File: src/rtl/dec_frame_packer.sv
// Packs decimated samples into frames: header {HDR_TAG, seq}, FRAME_LEN payload words, XOR checksum.
// Latency: a frame starts one cycle after FRAME_LEN samples are buffered; output word tracks state with no extra register.
// Backpressure: out_ready=0 holds data_o/state; input has none, so samples arriving into a full FIFO are dropped (sticky overflow).
module dec_frame_packer #(
    parameter int FRAME_LEN = 8,
    parameter int FIFO_DEPTH = 16,
    parameter logic [7:0] HDR_TAG = 8'hA5
) (
    input  logic                          clk_data,
    input  logic                          rst_n,
    input  logic                          data_valid,
    input  logic [13:0]                   data_i,
    output logic [15:0]                   data_o,
    output logic                          out_valid,
    input  logic                          out_ready,
    output logic                          frame_start,
    output logic                          overflow,
    output logic [$clog2(FIFO_DEPTH):0]   fifo_level
);
    localparam int AW = $clog2(FIFO_DEPTH);
    localparam int LW = AW + 1;
    localparam logic [LW-1:0] DEPTH_L = LW'(FIFO_DEPTH);
    localparam logic [LW-1:0] FRAME_L = LW'(FRAME_LEN);
    localparam logic [LW-1:0] LAST_L  = LW'(FRAME_LEN - 1);

    typedef enum logic [1:0] {IDLE, HEADER, PAYLOAD, CHECK} state_t;

    state_t          state_q, state_d;
    logic [13:0]     mem [FIFO_DEPTH];
    logic [AW-1:0]   rd_ptr, wr_ptr;
    logic [LW-1:0]   level;
    logic [LW-1:0]   cnt;
    logic [7:0]      seq;
    logic [15:0]     chk;
    logic            ovf;
    logic            push, pop;
    logic [15:0]     head_word, hdr_word;

    assign head_word  = {{2{mem[rd_ptr][13]}}, mem[rd_ptr]};
    assign hdr_word   = {HDR_TAG, seq};
    assign pop        = (state_q == PAYLOAD) && out_ready;
    // A full FIFO still takes a sample when the same cycle frees a slot.
    assign push       = data_valid && ((level != DEPTH_L) || pop);
    assign fifo_level = level;
    assign overflow   = ovf;

    always_comb begin
        state_d     = state_q;
        data_o      = '0;
        out_valid   = 1'b0;
        frame_start = 1'b0;
        case (state_q)
            IDLE: begin
                if (level >= FRAME_L) state_d = HEADER;
            end
            HEADER: begin
                out_valid   = 1'b1;
                frame_start = 1'b1;
                data_o      = hdr_word;
                if (out_ready) state_d = PAYLOAD;
            end
            PAYLOAD: begin
                out_valid = 1'b1;
                data_o    = head_word;
                if (out_ready && (cnt == LAST_L)) state_d = CHECK;
            end
            CHECK: begin
                out_valid = 1'b1;
                data_o    = chk;
                if (out_ready) state_d = IDLE;
            end
            default: state_d = IDLE;
        endcase
    end

    always_ff @(posedge clk_data) begin
        if (!rst_n) begin
            state_q <= IDLE;
            rd_ptr  <= '0;
            wr_ptr  <= '0;
            level   <= '0;
            cnt     <= '0;
            seq     <= '0;
            chk     <= '0;
            ovf     <= 1'b0;
        end else begin
            state_q <= state_d;
            if (push) wr_ptr <= wr_ptr + 1'b1;
            if (pop)  rd_ptr <= rd_ptr + 1'b1;
            if (push && !pop)      level <= level + 1'b1;
            else if (pop && !push) level <= level - 1'b1;
            if (data_valid && !push) ovf <= 1'b1;
            case (state_q)
                HEADER: if (out_ready) begin
                    chk <= hdr_word;
                    cnt <= '0;
                end
                PAYLOAD: if (out_ready) begin
                    chk <= chk ^ head_word;
                    cnt <= cnt + 1'b1;
                end
                CHECK: if (out_ready) begin
                    chk <= '0;
                    seq <= seq + 1'b1;
                end
                default: ;
            endcase
        end
    end

    always_ff @(posedge clk_data) begin
        if (push) mem[wr_ptr] <= data_i;
    end
endmodule
File: config.mk
export PLATFORM = sky130hd
export DESIGN_NAME = dec_frame_packer
export DESIGN_NICKNAME = d
export VERILOG_FILES = /design/src/rtl/dec_frame_packer.sv
export SDC_FILE = /design/constraint.sdc
export NUM_CORES = 1
export LEC_CHECK = 0
export BUFFER_PORTS_ARGS = -buffer_cell sky130_fd_sc_hd__buf_2
export CAP_MARGIN = 20
export CORE_ASPECT_RATIO = 0.5
export CORE_UTILIZATION = 40
export DETAILED_ROUTE_END_ITERATION = 10
export GPL_ROUTABILITY_DRIVEN = 0
export SLEW_MARGIN = 10
export SYNTH_ARGS = -nofsm -noshare
export SYNTH_HDL_FRONTEND = slang
export SYNTH_SLANG_ARGS = --single-unit
File: constraint.sdc
create_clock -name clk_data -period 4.43 [get_ports clk_data]
set_clock_uncertainty 0.2 [all_clocks]
set_input_delay 0.886 -clock clk_data [delete_from_list [all_inputs] [get_ports clk_data]]
set_output_delay 0.886 -clock clk_data [all_outputs]
set_load 0.01 [all_outputs]
After elaboration in Yosys (flattened, before gate mapping)
Memory sizes are Yosys's and may differ from the RTL's. A register that Yosys moved wholly into a read port is not among the register bits.
Index checks and enable logic that the tools add are counted.
- register bits after elaboration: 45
- memory bits (writable): 224
- input port bits: 18
- word-level logic and storage cells: 66
- memories kept: 1
- add/subtract/negate cells: 6
- magnitude comparators: 1
- eq/ne operators: 10
- muxes and demuxes: 21
- bitwise logic cells: 1
- reductions and logical operators: 18
- memory list (name ; depth ; bits a word ; read ports ; clocked after Yosys merged registers in ; write ports ; RTL line ; text):
    mem ; 16 ; 14 ; 1 ; 1 ; 1 ; 29 ; logic [13:0] mem [FIFO_DEPTH];
- operators with widths (operator ; number):
    16-bit one-hot mux with 3 select lines ; 2
    16-bit 2-to-1 mux ; 3
    5-bit 2-to-1 mux ; 4
    16-bit bitwise XOR ; 1
    5-bit by 1-bit adder with 5-bit output, second input constant ; 2
    5-bit one-hot mux with 2 select lines ; 1
    4-bit by 1-bit adder with 4-bit output, second input constant ; 2
    8-bit by 1-bit adder with 8-bit output, second input constant ; 1
    2-bit 2-to-1 mux ; 4
    4-bit 2-to-1 mux ; 2
    2-bit != test, second input constant ; 4
    2-bit one-hot mux with 4 select lines ; 1
    4-bit AND reduction ; 2
    1-bit logical AND ; 6
    5-bit by 3-bit equality test with 1-bit output, second input constant ; 1
    5-bit by 4-bit greater-or-equal comparator with 1-bit output, second input constant ; 1
    5-bit != test, second input constant ; 1
    5-bit by 1-bit subtractor with 5-bit output, second input constant ; 1
    2-bit equality test, second input constant ; 2
    1-bit 2-to-1 mux ; 4
    2-bit nonzero test ; 2
    3-bit AND reduction ; 1
    3-bit nonzero test ; 1
    3-bit OR reduction ; 1
    6 further kinds ; 7

Longest topological paths before layout
Gate-level depths: netlist (run 1).
- depth after elaboration: 8
- mapped depth: 14
- gate-level depth less buffers: 12

Least setup slack after synthesis (run 1)
Ideal clock, no wire load.
- kind: input port to flip-flop
- from: in out_ready
- to: reg level[4] (netlist: fifo_level[4])
- setup time: 0.070 ns
- data arrival time: 3.091 ns
- setup slack: 1.068 ns
- stages: 12
- buffers on the path: 2
- cell sequence: and2_1 > buf_2 > o31a_1 > clkbuf_1 > ha_1 > inv_1 > fa_1 > a21o_1 > a21oi_1 > xnor2_1 > or3_1 > a21oi_1
- cells in the longest elaborated chain, start to end: 6
- elaborated cells between the ends (all ways): 9
- those cells by class: mux (1); reduce/logical (8)
- RTL lines (element ; RTL line ; text):
    from (decl) ; 15 ; input logic out_ready,
    1-bit logical AND (*) ; 41 ; assign pop = (state_q == PAYLOAD) && out_ready;
    1-bit logical OR (*) ; 43 ; assign push = data_valid && ((level != DEPTH_L) || pop);
    1-bit logical AND (*) ; 43 ;
    named net push ; 36 ; logic push, pop;
    1-bit logical NOT ; 91 ; else if (pop && !push) level <= level - 1'b1;
    1-bit logical AND ; 91 ;
    2-bit nonzero test (no line) ; -- ;
    to (signal assigned) ; 90 ; if (push && !pop) level <= level + 1'b1;
    to (signal assigned) ; 91 ;
    to (decl) ; 31 ; logic [LW-1:0] level;
Mark *: on every way through the listed nets, which the timed path passes. The rest lies on a longest branch.
A chain may end at the register's enable or synchronous reset.

==> metrics.md, run 1 <==
| Metric | Value |
|---|---|
| Status | finished clean |
| Crit path cell chain | buf_4, mux4_2, mux4_2, a222oi_1, nor2_1, buf_2 |
| Worst Hold Launch | overflow |
| N_diodes | 0 |
| Cell taking the most area after synthesis | edfxtp_1 |
| Worst slew margin | 0.437 |
| Clock sinks | 273 |
| Max_cap viols | 0 |
| Count leader, synth | edfxtp_1 |
| Initial antenna violation count | 1 |
| Post-synth EDFFs | 224 |
| Hold Crit Class | flip-flop to flip-flop |
| DR WL/cell | 21.2 µm |
| Slew Limit Fails | 0 |
| Overall routing resource usage | 0.175 |
| Clk_lat worst skew | between 0.5 and 0.6 ns |
| CTS Buf Count | 26 |
| Via Count | 6222 |
| Final net count | 792 |
| First-pass GRT wire length | 37500 µm |
| Fin. Hold Viols | 0 |
| DR vias/cell | ~5.4 |
| Worst hold margin | 0.269 ns |
| Post-route ant nets | 0 |
| CP top delay family | multiplexers |
| Maximum vdd drop | between 200 and 300 µV |
| Count of final setup violators | 0 |
| Max Fanout on Critical Path | 14 |
| Starting Density | 0.416 |
| Initial DRT Pass Iterations | 7 |
| Total power draw | 0.00659 W |
| Netlist cell types | 50 |
| Final TNS setup | 0 ns |
| RSZ-0062 raised after global routing | false |
| Mapped Cells | roughly 690 |
| Max incr delay on CP | approximately 0.54 ns |
| Dpl hpwl | approximately 16000 µm |
| WP data required | between 3 and 4 ns |
| Fraction of layout cells with a size suffix above 1 | 0.246 |
| YS warnings | 0 |
| Worst hold stages | 2 |
| Leakage | 4.19 nW |
| Synthesized cell area | 0.0112 mm² |
| Period minus WS final | 4.13 ns |
| Slew at the pin with the worst max-slew slack | between 0.8 and 0.9 ns |
| Htree depth | 1 |
| Core footprint | between 0.02 and 0.03 mm² |
| Root Buffer | clkbuf_16 |
| Startpoint type of the worst setup path | flip-flop |
| Post-CTS Hold Buffers | 0 |
| Post-cts sizing count | 0 |
| Die area | approximately 0.029 mm² |
| Commonest cells post-synth | edfxtp_1 (224), nor2_1 (61), mux4_2 (57) |
| Largest net degree at the start of global routing | 35 |
| Async SR Flop Fraction | 0 |
| Setup bufs post-CTS | 0 |
| Core Rows | 42 |
| Yosys reg bits | between 200 and 300 |
| Post-synthesis sequential area ratio | 0.686 |
| Crit. End Element | output port |
| CP dominant cell by count | mux4_2 |
| Worst r2r src | state_q[1] |
| GR Overflow Total | 0 |
| Syn_nets | about 720 |
| Clk buf depth | 3 |
| Crit Reg-Reg Endpoint | fifo_level[4] |
| Ports | between 40 and 50 |
| Synth area leaders | edfxtp_1 (60%), mux4_2 (11%), dfxtp_1 (8.7%) |
| Power Density | 508 mW/mm² |
| Primary FF master, synth | edfxtp_1 |
| R2R setup slack | 1.16 ns |
| Syn avg cell area | 16.3 µm² |
| Worst Setup Path Type | flip-flop to output port |
| Critical Path AT | slightly above 3 ns |
| Finished Core Util | 0.480 |
| Die extent in x | 239 µm |
| Port buffer count | 41 |
| Layout area overhead | 15.4% |
| Worst path slowest cell | mux4_2 |
| F_max | 0.242 GHz |
| Die height | 121 µm |
| Drt total wl | 24300 µm |
| CTS tree | built |
| Drt drc | 0 |
| Crit share post-route | 0.932 |
| Worst r2r path cells | 11 |
| Clk pin slew, worst setup/hold paths | 0.07 ns |
| Drt first-iter violations | 498 |
| Area share of the largest cell type after synthesis | 0.598 |
| Hold Path End | overflow |
| Buf/Inv on CP | 2 |
| Vias in the first global route | 6154 |
## power by group
part           switching [W]  internal (W)
Clock               0.000966       0.00132
Combinational       0.000705      0.000525
Sequential          0.000133       0.00294
Total                0.00180       0.00478
## sequential cells by signal, indices dropped and copies added (netlist names), named ones only
signal	flops
wr_ptr	4
overflow	1
fifo_level	5
mem	224
chk	16
seq	8
state_q	2
rd_ptr	4
cnt	5
## layout by cell type, fill, tap and decap left out, types with 5 or more instances in the layout
master,netlist,final
buf_4,1,37
clkbuf_16,0,26
nand2_1,35,35
a22oi_1,5,5
mux2i_1,31,31
a222oi_1,8,8
mux4_2,57,57
xor2_1,9,9
a221oi_1,7,7
nor2_1,61,61
buf_2,11,41
nand2b_1,6,6
nand4_1,8,8
ha_1,16,16
o211ai_1,6,6
clkinvlp_4,0,5
o21ai_0,6,6
clkinv_1,1,7
edfxtp_1,224,224
nor2b_1,6,6
a31oi_1,22,22
dfxtp_1,49,46
inv_1,10,10
a21oi_1,17,17
xnor2_1,7,7
nand3_1,17,17
## tightest hold or removal path, delay by kind of cell (launching register included)
| kind | cells | cell delay, ns |
|---|---|---|
| compound gates | 1 | 0.04 |
| flops | 1 | 0.32 |
| simple gates | 1 | 0.07 |
## worst max path at each step
stage | start | endpoint | slack (ns) | depth (start not counted)
2_1_floorplan | out_ready | fifo_level[4] | 1.07 | 12
3_3_place_gp | flip-flop | data_o[7] | 0.83 | 6
3_5_place_dp | out_ready | fifo_level[4] | 0.81 | 11
4_1_cts | flip-flop | data_o[7] | 0.24 | 6
5_1_grt | flip-flop | data_o[13] | 0.11 | 7
6_report | flip-flop | data_o[7] | 0.30 | 6
## per-layer routing
metal,global-route usage,vias up,part of all wire
met3,0.0306,26,0.059
li1,-,2844,-
met1,0.266,3205,0.48
met2,0.266,145,0.45
met5,0,-,0.00045
met4,0.0296,2,0.012
## cells by family (layout without fill, tap and decap cells)
family | count (synthesis) | after routing | synth area share
flip-flops | 273 | 273 | 0.686
XOR/XNOR | 16 | 16 | 0.0125
buffers and inverters | 52 | 141 | 0.0223
multiplexers | 91 | 91 | 0.145
AND/OR/NAND/NOR | 155 | 155 | 0.0639
adder cells (fa/ha/maj) | 17 | 17 | 0.0196
AO/OA/AOI/OAI | 84 | 84 | 0.0515
## cell type report
| class | count | area [µm²] |
|---|---|---|
| clock buffers | 30 | 666 |
| well taps | 374 | 468 |
| flip-flops and latches | 273 | 7710 |
| repair buffers | 82 | 563 |
| clock inverters | 18 | 220 |
| inverters | 11 | 41.3 |
| fillers | 2329 | 14000 |
| multi-input cells | 363 | 3310 |
## stage by stage
stage	instance area, µm²	setup WS [ns]	instances
2_1_floorplan	11200	1.07	688
3_3_place_gp	12100	0.826	1103
3_5_place_dp	12100	0.809	1103
4_1_cts	13000	0.238	1151
5_1_grt	13000	0.114	1151
6_report	13000	0.300	1151
Power figures use the tool's default switching activity.
==> inputs of run 2 (changes only) <==
--- a/config.mk
+++ b/config.mk
@@ -9,4 +9,5 @@
 export CAP_MARGIN = 20
 export CORE_ASPECT_RATIO = 0.5
+export CORE_MARGIN = 2
 export CORE_UTILIZATION = 40
 export DETAILED_ROUTE_END_ITERATION = 10
==> constraint.sdc (replaced) <==
create_clock -name clk_data -period 4.43 [get_ports clk_data]
set_clock_uncertainty 0.2 [all_clocks]
set_input_delay 0.2215 -clock clk_data [delete_from_list [all_inputs] [get_ports clk_data]]
set_output_delay 0.2215 -clock clk_data [all_outputs]
set_load 0.01 [all_outputs]
==> run 2 against run 1 <==
Die area grew 2.5%. Final cell count grew 1.5%. Sequential cell count is the same. Non-clock buffer count grew 9. Worst setup slack gained 0.56 ns. Register-to-register slack lost 0.16 ns. Clock power shrank 13%. Routed wire length grew 2.0%. Via count grew 3.6%. Count of clock-buffer cells in the layout grew 1. Cell area shrank 0.29%.
==> metrics.md, run 2 (same netlist as run 1, synthesis figures left out) <==
| Metric | Value |
|---|---|
| Status | finished clean |
| Layout area overhead | 15.1% |
| Worst slew margin | 0.332 (-0.105) |
| CP top delay family | multiplexers |
| Crit path cell chain | buf_12, mux4_2, mux2i_1, mux2i_1, a222oi_1, nor2_1, buf_2 |
| Via Count | 6443 (+3.6%) |
| GR Overflow Total | 0 (unchanged) |
| Hold Crit Class | flip-flop to flip-flop |
| Critical Path AT | 3.14 ns (+0.10 ns) |
| Initial DRT Pass Iterations | 5 (-2) |
| Post-route ant nets | 0 (unchanged) |
| Startpoint type of the worst setup path | flip-flop |
| Drt first-iter violations | 620 (+24%) |
| Htree depth | 1 (unchanged) |
| Setup bufs post-CTS | 0 (unchanged) |
| Period minus WS final | 3.57 ns (-0.564 ns) |
| Overall routing resource usage | 0.175 (+0.000416) |
| Core Rows | 43 (+2.4%) |
| Ports | 42 (unchanged) |
| Most frequent cells in the layout | edfxtp_1 (224), nor2_1 (61), mux4_2 (57) |
| Drt total wl | 24800 µm (+2.0%) |
| Slew at the pin with the worst max-slew slack | 1.00 ns (+0.157 ns) |
| DR WL/cell | 21.3 µm (+0.54%) |
| Final TNS setup | 0 ns (unchanged) |
| Clock sinks | 273 (unchanged) |
| Fin. Hold Viols | 0 (unchanged) |
| Die extent in x | 241 µm (+0.84%) |
| Registers with the most flip-flops | mem: 224 flops, chk: 16 flops, seq: 8 flops |
| RSZ-0062 raised after global routing | false |
| Crit share post-route | 0.805 (-0.127) |
| Max_cap viols | 0 (unchanged) |
| Worst Hold Launch | overflow |
| Slew Limit Fails | 0 (unchanged) |
| Clk pin slew, worst setup/hold paths | 0.06 ns (about the same) |
| Final net count | 801 (+1.1%) |
| Commonest non-fill, non-tap cell in the layout | edfxtp_1 |
| CTS Buf Count | 26 (unchanged) |
| Maximum vdd drop | 270 µV (-4.3%) |
| CP dominant cell by count | mux2i_1 |
| Max incr delay on CP | 0.62 ns (+0.08 ns) |
| Dpl hpwl | 15500 µm (-1.2%) |
| Count of final setup violators | 0 (unchanged) |
| Top reg by flops | mem |
| CTS tree | built |
| Core footprint | 0.0277 mm² (+2.4%) |
| Initial antenna violation count | 1 (unchanged) |
| Root Buffer | clkbuf_16 |
| Starting Density | 0.407 (-0.00968) |
| WP data required | 4.01 ns (+0.67 ns) |
| Leakage | 4.16 nW (-0.76%) |
| Worst hold margin | 0.278 ns (+0.00949 ns) |
| Drt drc | 0 (unchanged) |
| Clk_lat worst skew | 0.54 ns (about the same) |
| Die height | 123 µm (+1.7%) |
| DR vias/cell | 5.52 (+2.0%) |
| Max reg flops | 224 (unchanged) |
| Power Density | 489 mW/mm² (-3.8%) |
| Worst Setup Path Type | flip-flop to output port |
| F_max | 0.280 GHz (+16%) |
| Worst path slowest cell | dfxtp_4 |
| Worst r2r src | state_q[1] |
| Fraction of layout cells with a size suffix above 1 | 0.231 (-0.0152) |
| Crit. End Element | output port |
| Vias in the first global route | 6397 (+3.9%) |
| Clk buf depth | 3 (unchanged) |
| Max Fanout on Critical Path | 31 (+17) |
| Die area | 0.0295 mm² (+2.5%) |
| First-pass GRT wire length | 38600 µm (+2.9%) |
| Buf/Inv on CP | 2 (unchanged) |
| Largest net degree at the start of global routing | 35 (unchanged) |
| Port buffer count | 41 (unchanged) |
-- run 2: metal layers --
metal / vias to the layer above / track usage / wire, µm
met1: 3363 / 0.265 / 11900
met4: 0 / 0.0367 / 368
met3: 34 / 0.0272 / 1310
met2: 173 / 0.269 / 11200
met5: - / 0 / 0
li1: 2873 / - / -
-- run 2: final cells by class --
cell class              instances  area, µm²
inverters                      11       41.3
multi-input cells             363       3310
repair buffers                 91        636
flip-flops and latches        273       7710
clock inverters                16       93.8
clock buffers                  31        669
diodes                          1       2.50
well taps                     382        478
fillers                      2400      14700
-- run 2: final timing paths --
kind                   end  slack, ns  cells past startpoint
max              data_o[3]       0.86                      7
min               overflow       0.28                      2
max reg2reg  fifo_level[4]       1.00                     11
min reg2reg       overflow       0.28                      2
-- run 2: repair_timing --
item / in CTS / in global routing
hold endpoints to repair: 230 / 0
resized for setup: 0 / 0
hold buffers: 17 / 0
-- run 2: tightest hold or removal path, cell delays in order, from the launching register on --
cell     delay, ns
dfxtp_1       0.33
a21oi_1       0.04
nor2_1        0.07
-- run 2: per-stage QoR --
stage	std cells	utilization	power [W]	instance area [µm²]	setup slack (ns)
6_report	1168	0.468	0.00632	12900	0.864
3_3_place_gp	1103	0.434	0.00434	12000	1.10
5_1_grt	1167	0.468	0.00662	12900	0.603
2_1_floorplan	688	-	0.00397	11200	1.28
4_1_cts	1167	0.468	0.00637	12900	0.796
3_5_place_dp	1103	0.434	0.00436	12000	1.02
-- run 2: power breakdown --
group | internal [W] | leakage [nW] | switching (W) | total (W)
sequential | 0.00294 | 2.42 | 0.000140 | 0.00308
combinational | 0.000525 | 1.37 | 0.000715 | 0.00124
clock | 0.00108 | 0.359 | 0.000922 | 0.00200
total | 0.00454 | 4.16 | 0.00178 | 0.00632
